--- config.mk ---
export PLATFORM = sky130hd
export DESIGN_NAME = nonrestoring_div
export DESIGN_NICKNAME = d
export VERILOG_FILES = /design/src/rtl/nonrestoring_div.sv
export SDC_FILE = /design/constraint.sdc
export NUM_CORES = 1
export LEC_CHECK = 0
export CAP_MARGIN = 40
export CORE_MARGIN = 10
export CORE_UTILIZATION = 40
export CTS_BUF_LIST = sky130_fd_sc_hd__clkbuf_16
export CTS_CLUSTER_SIZE = 28
export DETAILED_ROUTE_END_ITERATION = 12
export GPL_ROUTABILITY_DRIVEN = 0
export MAX_ROUTING_LAYER = met4
export PLACE_DENSITY_LB_ADDON = 0.15
export REMOVE_ABC_BUFFERS = 1
export SYNTH_ARGS = -nofsm -noshare
export SYNTH_HDL_FRONTEND = slang
export SYNTH_SLANG_ARGS = --single-unit
--- constraint.sdc ---
create_clock -name clk -period 2.64 [get_ports clk]
set_clock_uncertainty 0.1 [all_clocks]
set_input_delay 0.396 -clock clk [delete_from_list [all_inputs] [get_ports clk]]
set_output_delay 0.396 -clock clk [all_outputs]
set_load 0.05 [all_outputs]
--- src/rtl/nonrestoring_div.sv ---
// Multi-cycle non-restoring divider: one quotient bit per cycle, then a single fix-up cycle.
// Define DIV_SIGNED_EN for two's-complement operands; leave it undefined for unsigned division.
`timescale 1ns/1ps
module nonrestoring_div #(
    parameter int WIDTH = 16
) (
    input  logic             clk,
    input  logic             rst_n,
    input  logic             start,
    input  logic [WIDTH-1:0] dividend,
    input  logic [WIDTH-1:0] divisor,
    output logic             busy,
    output logic             done,
    output logic [WIDTH-1:0] quotient,
    output logic [WIDTH-1:0] remainder,
    output logic             div_by_zero
);

    localparam int               CNT_W    = $clog2(WIDTH + 1);
    localparam logic [CNT_W-1:0] CNT_LOAD = CNT_W'(WIDTH);
    localparam logic [CNT_W-1:0] CNT_ONE  = CNT_W'(1);

    typedef enum logic [1:0] {IDLE, ITER, FIX, DONE} state_t;

    state_t                 state, state_next;
    logic [CNT_W-1:0]       count;
    logic signed [WIDTH:0]  part_rem, rem_shift, rem_step, dvs_ext;
    logic [WIDTH-1:0]       work_q, dvs_mag, dvd_load, dvs_load;
    logic [WIDTH-1:0]       rem_fix, q_final, r_final;
    logic                   dvs_zero;
    logic                   accept;

`ifdef DIV_SIGNED_EN
    logic dvd_neg, quo_neg;

    function automatic logic [WIDTH-1:0] magnitude(input logic [WIDTH-1:0] v);
        return v[WIDTH-1] ? (~v + 1'b1) : v;
    endfunction

    function automatic logic [WIDTH-1:0] apply_sign(input logic [WIDTH-1:0] v, input logic neg);
        return neg ? (~v + 1'b1) : v;
    endfunction

    assign dvd_load = magnitude(dividend);
    assign dvs_load = magnitude(divisor);
    // Zero divisor leaves work_q all ones, but a negative dividend would flip it, so force it.
    assign q_final  = dvs_zero ? '1 : apply_sign(work_q, quo_neg);
    assign r_final  = apply_sign(rem_fix, dvd_neg);
`else
    assign dvd_load = dividend;
    assign dvs_load = divisor;
    assign q_final  = dvs_zero ? '1 : work_q;
    assign r_final  = rem_fix;
`endif

    assign accept = (state == IDLE) && start;

    // The shifted value may wrap in WIDTH+1 bits, but the add/sub result always lands in [-D, D).
    assign dvs_ext   = signed'({1'b0, dvs_mag});
    assign rem_shift = signed'({part_rem[WIDTH-1:0], work_q[WIDTH-1]});
    assign rem_step  = part_rem[WIDTH] ? (rem_shift + dvs_ext) : (rem_shift - dvs_ext);
    assign rem_fix   = part_rem[WIDTH-1:0] + (part_rem[WIDTH] ? dvs_mag : '0);

    assign busy = (state == ITER) || (state == FIX);
    assign done = (state == DONE);

    always_comb begin
        state_next = state;
        case (state)
            IDLE:    if (start) state_next = ITER;
            ITER:    if (count == CNT_ONE) state_next = FIX;
            FIX:     state_next = DONE;
            DONE:    state_next = IDLE;
            default: state_next = IDLE;
        endcase
    end

    always_ff @(posedge clk or negedge rst_n) begin
        if (!rst_n) begin
            state       <= IDLE;
            count       <= '0;
            quotient    <= '0;
            remainder   <= '0;
            div_by_zero <= 1'b0;
        end else begin
            state <= state_next;
            if (accept) begin
                count <= CNT_LOAD;
            end else if (state == ITER) begin
                count <= count - CNT_ONE;
            end
            if (state == FIX) begin
                quotient    <= q_final;
                remainder   <= r_final;
                div_by_zero <= dvs_zero;
            end
        end
    end

    // Working registers carry no reset; they are always reloaded on an accepted start.
    always_ff @(posedge clk) begin
        if (accept) begin
            part_rem <= '0;
            work_q   <= dvd_load;
            dvs_mag  <= dvs_load;
            dvs_zero <= (divisor == '0);
`ifdef DIV_SIGNED_EN
            dvd_neg  <= dividend[WIDTH-1];
            quo_neg  <= dividend[WIDTH-1] ^ divisor[WIDTH-1];
`endif
        end else if (state == ITER) begin
            part_rem <= rem_step;
            work_q   <= {work_q[WIDTH-2:0], ~rem_step[WIDTH]};
        end
    end

endmodule

## Word-level counts from Yosys, hierarchy flattened

Cells that the tools add are included.

| word-level totals | value |
|---|---|
| bits in latches | 0 |
| word-level logic and storage cells | 36 |
| ROM bits | 0 |
| memories | 0 |
| register bits after elaboration | 90 |
| bits in writable memories | 0 |
| input port bits | 35 |
| output and inout port bits | 35 |

| cells by class | value |
|---|---|
| equality and inequality tests | 6 |
| bitwise operators | 1 |
| div/mod/pow operators | 0 |
| add/sub/neg operators | 4 |
| mux-type cells | 10 |
| $mul | 0 |
| magnitude comparators | 0 |
| reductions and logical operators | 6 |
| shifts and indexed selects | 0 |

Operator list:

| operator | number |
|---|---|
| two-way mux 16 bit | 4 |
| adder 17 bit | 1 |
| two-way mux 17 bit | 1 |
| subtractor 17 bit | 1 |
| adder 16 bit | 1 |
| zero test 16 bit | 1 |
| two-way mux 5 bit | 2 |
| one-hot mux 2 bit (4 select lines) | 1 |
| == test 5 x 1 -> 1 bit (second input constant) | 1 |
| subtractor 5 x 1 -> 5 bit (second input constant) | 1 |
| == test 2 bit (second input constant) | 2 |
| two-way mux 2 bit | 2 |
| != test 2 bit (second input constant) | 2 |
| == test 2 x 1 -> 1 bit (second input constant) | 1 |
| zero test 2 bit | 1 |
| AND reduction 2 bit | 1 |
| nonzero test 2 bit | 1 |
| logical AND 1 bit | 1 |
| logical OR 1 bit | 1 |
| NOT 1 bit | 1 |

## Logic depth before layout (Yosys ltp)

Gate-level depths: netlist of run 1.

| logic depth | value |
|---|---|
| depth in word-level cells | 5 |
| mapped depth | 14 |
| mapped depth without buffers | 13 |

## Least setup slack after synthesis of run 1

Ideal clock, no wire load.

| path | value |
|---|---|
| path kind | register to register |
| start point | reg dvs_mag[0] |
| end point | reg work_q[0] (data pin) |
| required time | 2280 ps |
| library setup time | 260 ps |
| arrival | 2554 ps |
| slack | -274 ps |
| stages on the path, launching flop included | 14 |
| cells stage by stage | edfxtp_1 > nor3_1 > nand2b_1 > nor2b_1 > a21oi_1 > xor2_1 > ha_1 > clkbuf_1 > a21oi_1 > o21ai_0 > a21oi_1 > o21ai_0 > xnor2_1 > mux2_2 |

| on the way | value |
|---|---|
| cells in the longest elaborated chain, start to end | 5 |
| elaborated cells between the ends (all ways) | 6 |
| those cells by class | 2 x add/sub; 3 x mux; 1 x bitwise |

RTL lines:

| element | RTL line | source |
|---|---|---|
| start: declaration | 28 | `logic [WIDTH-1:0] work_q, dvs_mag, dvd_load, dvs_load;` |
| start signal: assignment | 105 | `dvs_mag <= dvs_load;` |
| subtractor 17 bit or adder 17 bit (tied branches) | 61 | `assign rem_step = part_rem[WIDTH] ? (rem_shift + dvs_ext) : (rem_shift - dvs_ext);` |
| two-way mux 17 bit * | 61 |  |
| NOT 1 bit * | 113 | `work_q <= {work_q[WIDTH-2:0], ~rem_step[WIDTH]};` |
| two-way mux 16 bit * | 111 | `end else if (state == ITER) begin` |
| two-way mux 16 bit * | 102 | `if (accept) begin` |
| end signal: assignment | 104 | `work_q <= dvd_load;` |
| end signal: assignment | 113 |  |
| end: declaration | 28 |  |

Mark *: on every way between the ends. The rest lies on a longest branch, timed or not. The select of a mux whose other input is x is not followed.
A chain may end at the register's enable or synchronous reset.

## Final worst setup path of run 1

| path | value |
|---|---|
| start point | reg dvs_mag[0] |
| end point | reg part_rem[14] |

| on the way | value |
|---|---|
| cells in the longest elaborated chain, start to end | 2 |
| elaborated cells between the ends (all ways) | 3 |
| those cells by class | 2 x add/sub; 1 x mux |

RTL lines:

| element | RTL line | source |
|---|---|---|
| subtractor 17 bit or adder 17 bit (tied branches) | 61 |  |
| two-way mux 17 bit * | 61 |  |
| end signal: assignment | 112 | `part_rem <= rem_step;` |
| end: declaration | 27 | `logic signed [WIDTH:0] part_rem, rem_shift, rem_step, dvs_ext;` |

Mark *: on every way between the ends. The rest lies on a longest branch, timed or not.

==> run metrics, run 1 <==
Initial Utilization=40.7%; endpoints failing setup=12; layout cell share with drive strength beyond 1=approximately a quarter; HP Class=primary input to asynchronous set/reset pin; largest family of logic cells by synthesized area=simple AND/OR/NAND/NOR gates; pwr dens=between 1000 and 1500 mW/mm^2; CP max stage cell=edfxtp_1; Via-to-Cell Ratio=between 5 and 6; IO Pins=70; Initial DRT Pass Iterations=5; VDD IR max=~0.47 mV; top cell type by total area after synthesis=dfrtp_1; H-tree depth=3; Final Hold Fails=0; largest net degree at the start of global routing=33; ys flop type=dfrtp_1; Syn-to-layout area delta=39.9%; worst skew pair latency=0.35 ns; CP max FO=5; combinational power share=64.9%; Reg power frac=23.5%; post-route design area=0.00754 mm^2; Die H=136 um; placed cell area=0.00677 mm^2; Syn Inst Count=between 500 and 600; Critical Path End=part_rem[14]; FILL cells=approximately 1200; CTS tree=yes; DRT iter0 DRCs=453; CP cell instances=inv_1 -> ha_2 -> nor3b_4 -> and2_4 -> a21oi_2 -> xor2_1 -> ha_1 -> nand2_2 -> o221ai_1 -> a21o_1 -> a211oi_2 -> xor2_1 -> a21oi_1; clk root buf=clkbuf_16; all-layer global routing usage=between 10% and 20%; CTS clk-pin slew, worst paths=0.06 ns; leakage=3.19 nW; clock power share=11.5%; max_cap viols=0; ant diodes=0; CP dominant cell by count=xor2_1; Post-synth EDFFs=33; crit-path max cell delay=0.42 ns; Rel. slew slack=54.5%; Post-Place Worst Slack=-0.444 ns; Startpoint Class=register; Die Width=136 um; fmax=321 MHz; ys async rst share=about 44%; YS warnings=0; simple-gate area share of the yosys netlist=a little under a fifth; clock sinks=90; Crit. End Element=register; worst setup margin=-0.477 ns; Worst R2R Start=dvs_mag[0]; CTS Buf Count=9; adder-cell area share of the yosys netlist=9.80%; Tmin final=3.12 ns; register area share after synthesis=43.3%; Unique masters post-synth=50; worst reg2reg path depth=13; GRT overflow=0; WS Path Type=register to register; Yosys reg bits=90; CORE AREA=approximately 0.013 mm^2; Syn Area/Cell=slightly above 9 um^2; Critical Path RT=2.76 ns; vias=4816; compound-cell area share of the yosys netlist=between 10% and 20%; RSZ-0062 raised after global routing=yes; post-DR wirelength/cell=16.1 um; mux share of post-synthesis cell area=around 2.6%; status=finished with violations; Psw=4.96 mW; detailed placer's ending HPWL=10800 um; Post-route DRC=0; clock buffer depth=2; initial antenna violation count=0; Synth area leaders=dfrtp_1 19%, edfxtp_1 18%, ha_1 9.1%; post-synthesis instance area=around 0.0054 mm^2; setup total negative slack=-2.29 ns; top cell type's share of synthesized area=18.6%; vias in the first global route=4692; final wirelength=14700 um; Post-DRT Antenna Nets=0; Tcrit/Tclk final=118%; Worst EP arrival=3.24 ns; worst r2r dst=part_rem[14]; switch share=between 40% and 50%; Slew Viols, Final=0; worst reg-to-reg setup slack=-0.48 ns; # rows=42; fin nets=812; Slew @ Worst Pin=between 0.6 and 0.7 ns; Internal=around 6.0 mW; xor/xnor cell area share of the yosys netlist=5.85%; first-pass GRT wire length=23500 um; die footprint=0.0185 mm^2; failing checks=negative setup slack; # port buffers=a little under 70; critical path launch point=dvs_mag[0]
[layout make-up]
| cell class | count | area (um^2) | area share (%) |
|---|---|---|---|
| clock buffers | 9 | 225 | 2.99 |
| clock inverters | 7 | 61.3 | 0.814 |
| inverters | 21 | 78.8 | 1.05 |
| multi-input cells | 455 | 3200 | 42.4 |
| flip-flops and latches | 90 | 2330 | 31.0 |
| well taps | 176 | 220 | 2.92 |
| repair buffers | 159 | 1420 | 18.8 |
[power by group through the flow]
| stage | clock (mW) | sequential [mW] | combinational [mW] |
|---|---|---|---|
| after floorplan | 0 | 3.19 | 3.19 |
| after global placement | 0 | 2.57 | 5.92 |
| after detailed placement | 0 | 2.59 | 6.03 |
| after CTS | 1.29 | 2.57 | 6.60 |
| after global routing | 1.36 | 2.65 | 7.70 |
| final | 1.26 | 2.58 | 7.11 |
[cell families after synthesis]
family,count (synthesis)
xor gates and xnor gates,36
and+or+nand+nor,220
muxes,13
DFF,90
AOI/OAI and AO/OA,145
buffers and inverters,43
adders and majority gates,41
[routing by layer]
metal	routed length, um	track usage [%]	vias up
li1	-	-	2382
met1	6730	20.0	2257
met2	6810	25.7	149
met3	859	3.21	28
met4	335	6.63	0
met5	0	-	-
[state kept, by name, indices dropped and copies added, names as in the netlist]
| name | flops |
|---|---|
| dvs_mag | 16 |
| div_by_zero | 1 |
| remainder | 16 |
| dvs_zero | 1 |
| work_q | 16 |
| part_rem | 17 |
| state | 2 |
| quotient | 16 |
| count | 5 |
[what timing repair did]
item | in CTS | in global routing
hold buffers | 1 | 0
hold endpoints to repair | 12 | 0
setup endpoints to repair | 14 | 19
setup buffers | 15 | 6
gates resized for setup | 61 | 34
cloned | 0 | 0
pin swaps | 25 | 22
[synthesized netlist by cell type, types with 9 or more instances]
cell type  count
xor2_1        23
clkbuf_1      22
and2_1        14
dfxtp_1       17
nand2_1       73
ha_1          39
a21o_1        12
edfxtp_1      33
nor2_1        78
o21a_1         9
a21oi_1       57
nor3_1        10
mux2_2         9
dfrtp_1       40
o21ai_0       32
a211oi_1      10
xnor2_1       13
inv_1         21
[layout by cell type, fill, tap and decap left out, types with 5 or more instances in the layout]
cell type	count
dfxtp_1	16
edfxtp_1	33
nand3_1	5
a21oi_1	42
xnor2_1	12
nand2_1	70
a21oi_2	11
inv_1	21
nor2_1	74
buf_4	79
o211ai_1	5
clkdlybuf4s50_1	68
and2_1	13
a21o_1	12
mux2_2	8
xor2_1	23
o21a_1	9
o21ai_0	18
a211oi_1	8
nor3_1	6
buf_6	8
o21ai_2	7
ha_1	36
nor4_1	5
o21ai_1	8
clkbuf_16	9
dfrtp_1	40
[critical path, delay by kind of cell, from the launching register on]
kind	cells	cell delay [ns]
xor+xnor	2	0.40
compound gates	5	0.85
buf+inv	1	0.10
simple gates	3	0.59
fa+ha+maj	2	0.53
flops	1	0.42
[through the flow]
step           std cells  power (mW)  hold WS (ns)  utilization (%)
5_1_grt              917        11.7         0.411             56.9
3_5_place_dp         882        8.62         0.214             51.1
3_3_place_gp         881        8.49         0.367             51.0
4_1_cts              913        10.5         0.385             55.6
2_1_floorplan        566        6.37      0.000409                -
6_report             917        10.9         0.375             56.9
[worst min path at each step]
stage	cells past startpoint	slack, ns	end	start
2_1_floorplan	0	0.0004	count[0]	rst_n
3_5_place_dp	1	0.21	quotient[15]	rst_n
6_report	2	0.37	remainder[0]	rst_n
4_1_cts	2	0.39	remainder[0]	rst_n
5_1_grt	2	0.41	quotient[15]	rst_n
3_3_place_gp	1	0.37	remainder[3]	remainder[3]
(Power assumes the default switching activity.)
==> inputs of run 2 (changes only) <==
--- a/config.mk
+++ b/config.mk
@@ -7,7 +7,7 @@
 export LEC_CHECK = 0
 export CAP_MARGIN = 40
 export CORE_MARGIN = 10
-export CORE_UTILIZATION = 40
+export CORE_UTILIZATION = 51
 export CTS_BUF_LIST = sky130_fd_sc_hd__clkbuf_16
 export CTS_CLUSTER_SIZE = 28
 export DETAILED_ROUTE_END_ITERATION = 12
==> run 2 against run 1 <==
  * The flow still finishes with violations (negative setup slack)
  * Wire length increased by 1.3%
  * Critical endpoint is now work_q[0]
  * Cell count decreased by 4.3%
  * Total power increased by 0.54%
  * Worst setup slack improved by 0.071 ns
  * Highest routed layer unchanged
  * Clock power about the same
  * Maximum frequency increased by 2.3%
  * Combinational power about the same
  * Via count increased by 1.8%
  * Non-clock buffer count increased by 1
  * Register-to-register slack improved by 0.07 ns
==> run metrics, run 2 (synthesis gave the netlist of run 1 again) <==
status=finished with violations; failing checks=negative setup slack; setup total negative slack=-2.36 ns; Crit. End Element=register; CP max FO=5; largest net degree at the start of global routing=46; FILL cells=737; fmax=around 330 MHz; WS Path Type=register to register; Tcrit/Tclk final=115%; Post-DRT Antenna Nets=0; Via-to-Cell Ratio=5.59; max_cap viols=0; IO Pins=70; Rel. slew slack=55.2%; clock sinks=90; most frequent cells in the layout=81 x buf_4, 74 x nor2_1, 70 x nand2_1, 68 x clkdlybuf4s50_1, 45 x a21oi_1; CORE AREA=0.0103 mm^2; Slew Viols, Final=0; commonest non-fill, non-tap cell in the layout=buf_4; DRT iter0 DRCs=447; post-DR wirelength/cell=around 17 um; Tmin final=3.05 ns; H-tree depth=3; CTS clk-pin slew, worst paths=0.07 ns; GRT overflow=0; detailed placer's ending HPWL=10300 um; CTS Buf Count=9; HP Class=primary input to asynchronous set/reset pin; VDD IR max=~0.55 mV; first-pass GRT wire length=between 20000 and 25000 um; # rows=37; Startpoint Class=register; leakage=3.22 nW; Initial DRT Pass Iterations=5; Final Hold Fails=0; RSZ-0062 raised after global routing=yes; worst skew pair latency=0.35 ns; ant diodes=0; Critical Path RT=between 2 and 3 ns; max FFs per register=17; fin nets=813; Worst EP arrival=3.05 ns; Post-route DRC=0; worst setup margin=-0.406 ns; vias in the first global route=4870; Slew @ Worst Pin=0.672 ns; endpoints failing setup=12; initial antenna violation count=0; Initial Utilization=52.2%; pwr dens=1470 mW/mm^2; vias=4905; die footprint=0.0151 mm^2; placed cell area=a little under 0.007 mm^2; Syn-to-layout area delta=39.3%; clock buffer depth=2; Die H=123 um; all-layer global routing usage=between 10% and 20%; most flop-heavy register=part_rem; post-route design area=approximately 0.0075 mm^2; clk root buf=clkbuf_16; # port buffers=69; hold_ws=0.330 ns; final wirelength=14900 um; layout cell share with drive strength beyond 1=24.3%; Design Power=11.0 mW; Final Util=~73%; CTS tree=yes; Die Width=123 um
## run 2: cell count changes in the layout (fill, tap and decap cells not counted), moves of 2 or more
| cell | delta |
|---|---|
| nor4_1 | +2 |
| o21ai_1 | -2 |
| a21oi_1 | +3 |
| buf_4 | +2 |
| o21ai_0 | +2 |
| nor4_2 | -2 |
| a21oi_4 | -2 |
## run 2: per-stage QoR
step / setup WS [ns] / instances
after detailed placement: -0.511 / 842
after global routing: -0.510 / 878
final: -0.406 / 878
after floorplan: -0.265 / 566
after CTS: -0.298 / 869
after global placement: -0.357 / 841
## run 2: final timing paths
check | cells after the start | slack, ns | from | endpoint
setup / recovery | 13 | -0.41 | dvs_mag[0] | work_q[0]
hold / removal | 2 | 0.33 | rst_n | div_by_zero
setup reg to reg | 13 | -0.41 | dvs_mag[0] | work_q[0]
hold reg to reg | 1 | 0.39 | remainder[3] | remainder[3]
max in group asynchronous | 3 | 1.67 | rst_n | remainder[12]
min in group clk | 1 | 0.39 | remainder[3] | remainder[3]
## run 2: per-layer routing
layer / GRT usage, % / vias to the layer above / part of all wire, %
li1: - / 2380 / -
met1: 24.4 / 2291 / 44
met2: 31.7 / 193 / 47
met3: 3.26 / 41 / 5.9
met4: 8.54 / 0 / 3.3
met5: - / - / 0
## run 2: cell type report
| cell class | count | area [um^2] | area share [%] |
|---|---|---|---|
| repair buffers | 160 | 1420 | 18.9 |
| clock inverters | 7 | 68.8 | 0.917 |
| well taps | 136 | 170 | 2.27 |
| multi-input cells | 455 | 3210 | 42.7 |
| inverters | 21 | 78.8 | 1.05 |
| flip-flops and latches | 90 | 2340 | 31.1 |
| clock buffers | 9 | 225 | 3.00 |
## run 2: worst max-delay path: stages (launching register included)
cell and delay (ns):
edfxtp_1 0.43, inv_1 0.09, ha_2 0.17, nor3b_4 0.20
and2_4 0.21, nor2_1 0.05, xnor2_1 0.12, ha_1 0.38
nand2_1 0.14, nor2_2 0.21, nand2_1 0.12, o21ai_2 0.21
xnor2_2 0.10, mux2_2 0.27
## run 2: timing repair
action                     4_1_cts  5_1_grt
setup endpoints to repair       15       21
hold endpoints to repair         7        0
resized for setup               55       36
hold buffers                     1        0
pin swaps                       24       19
setup buffers                   10        9
## run 2: report_power, final
part	switching, mW	internal, mW	leakage [nW]	total (mW)
Clock	0.560	0.732	0.143	1.29
Combinational	4.03	3.11	2.17	7.14
Sequential	0.436	2.14	0.906	2.57
Total	5.02	5.98	3.22	11.0
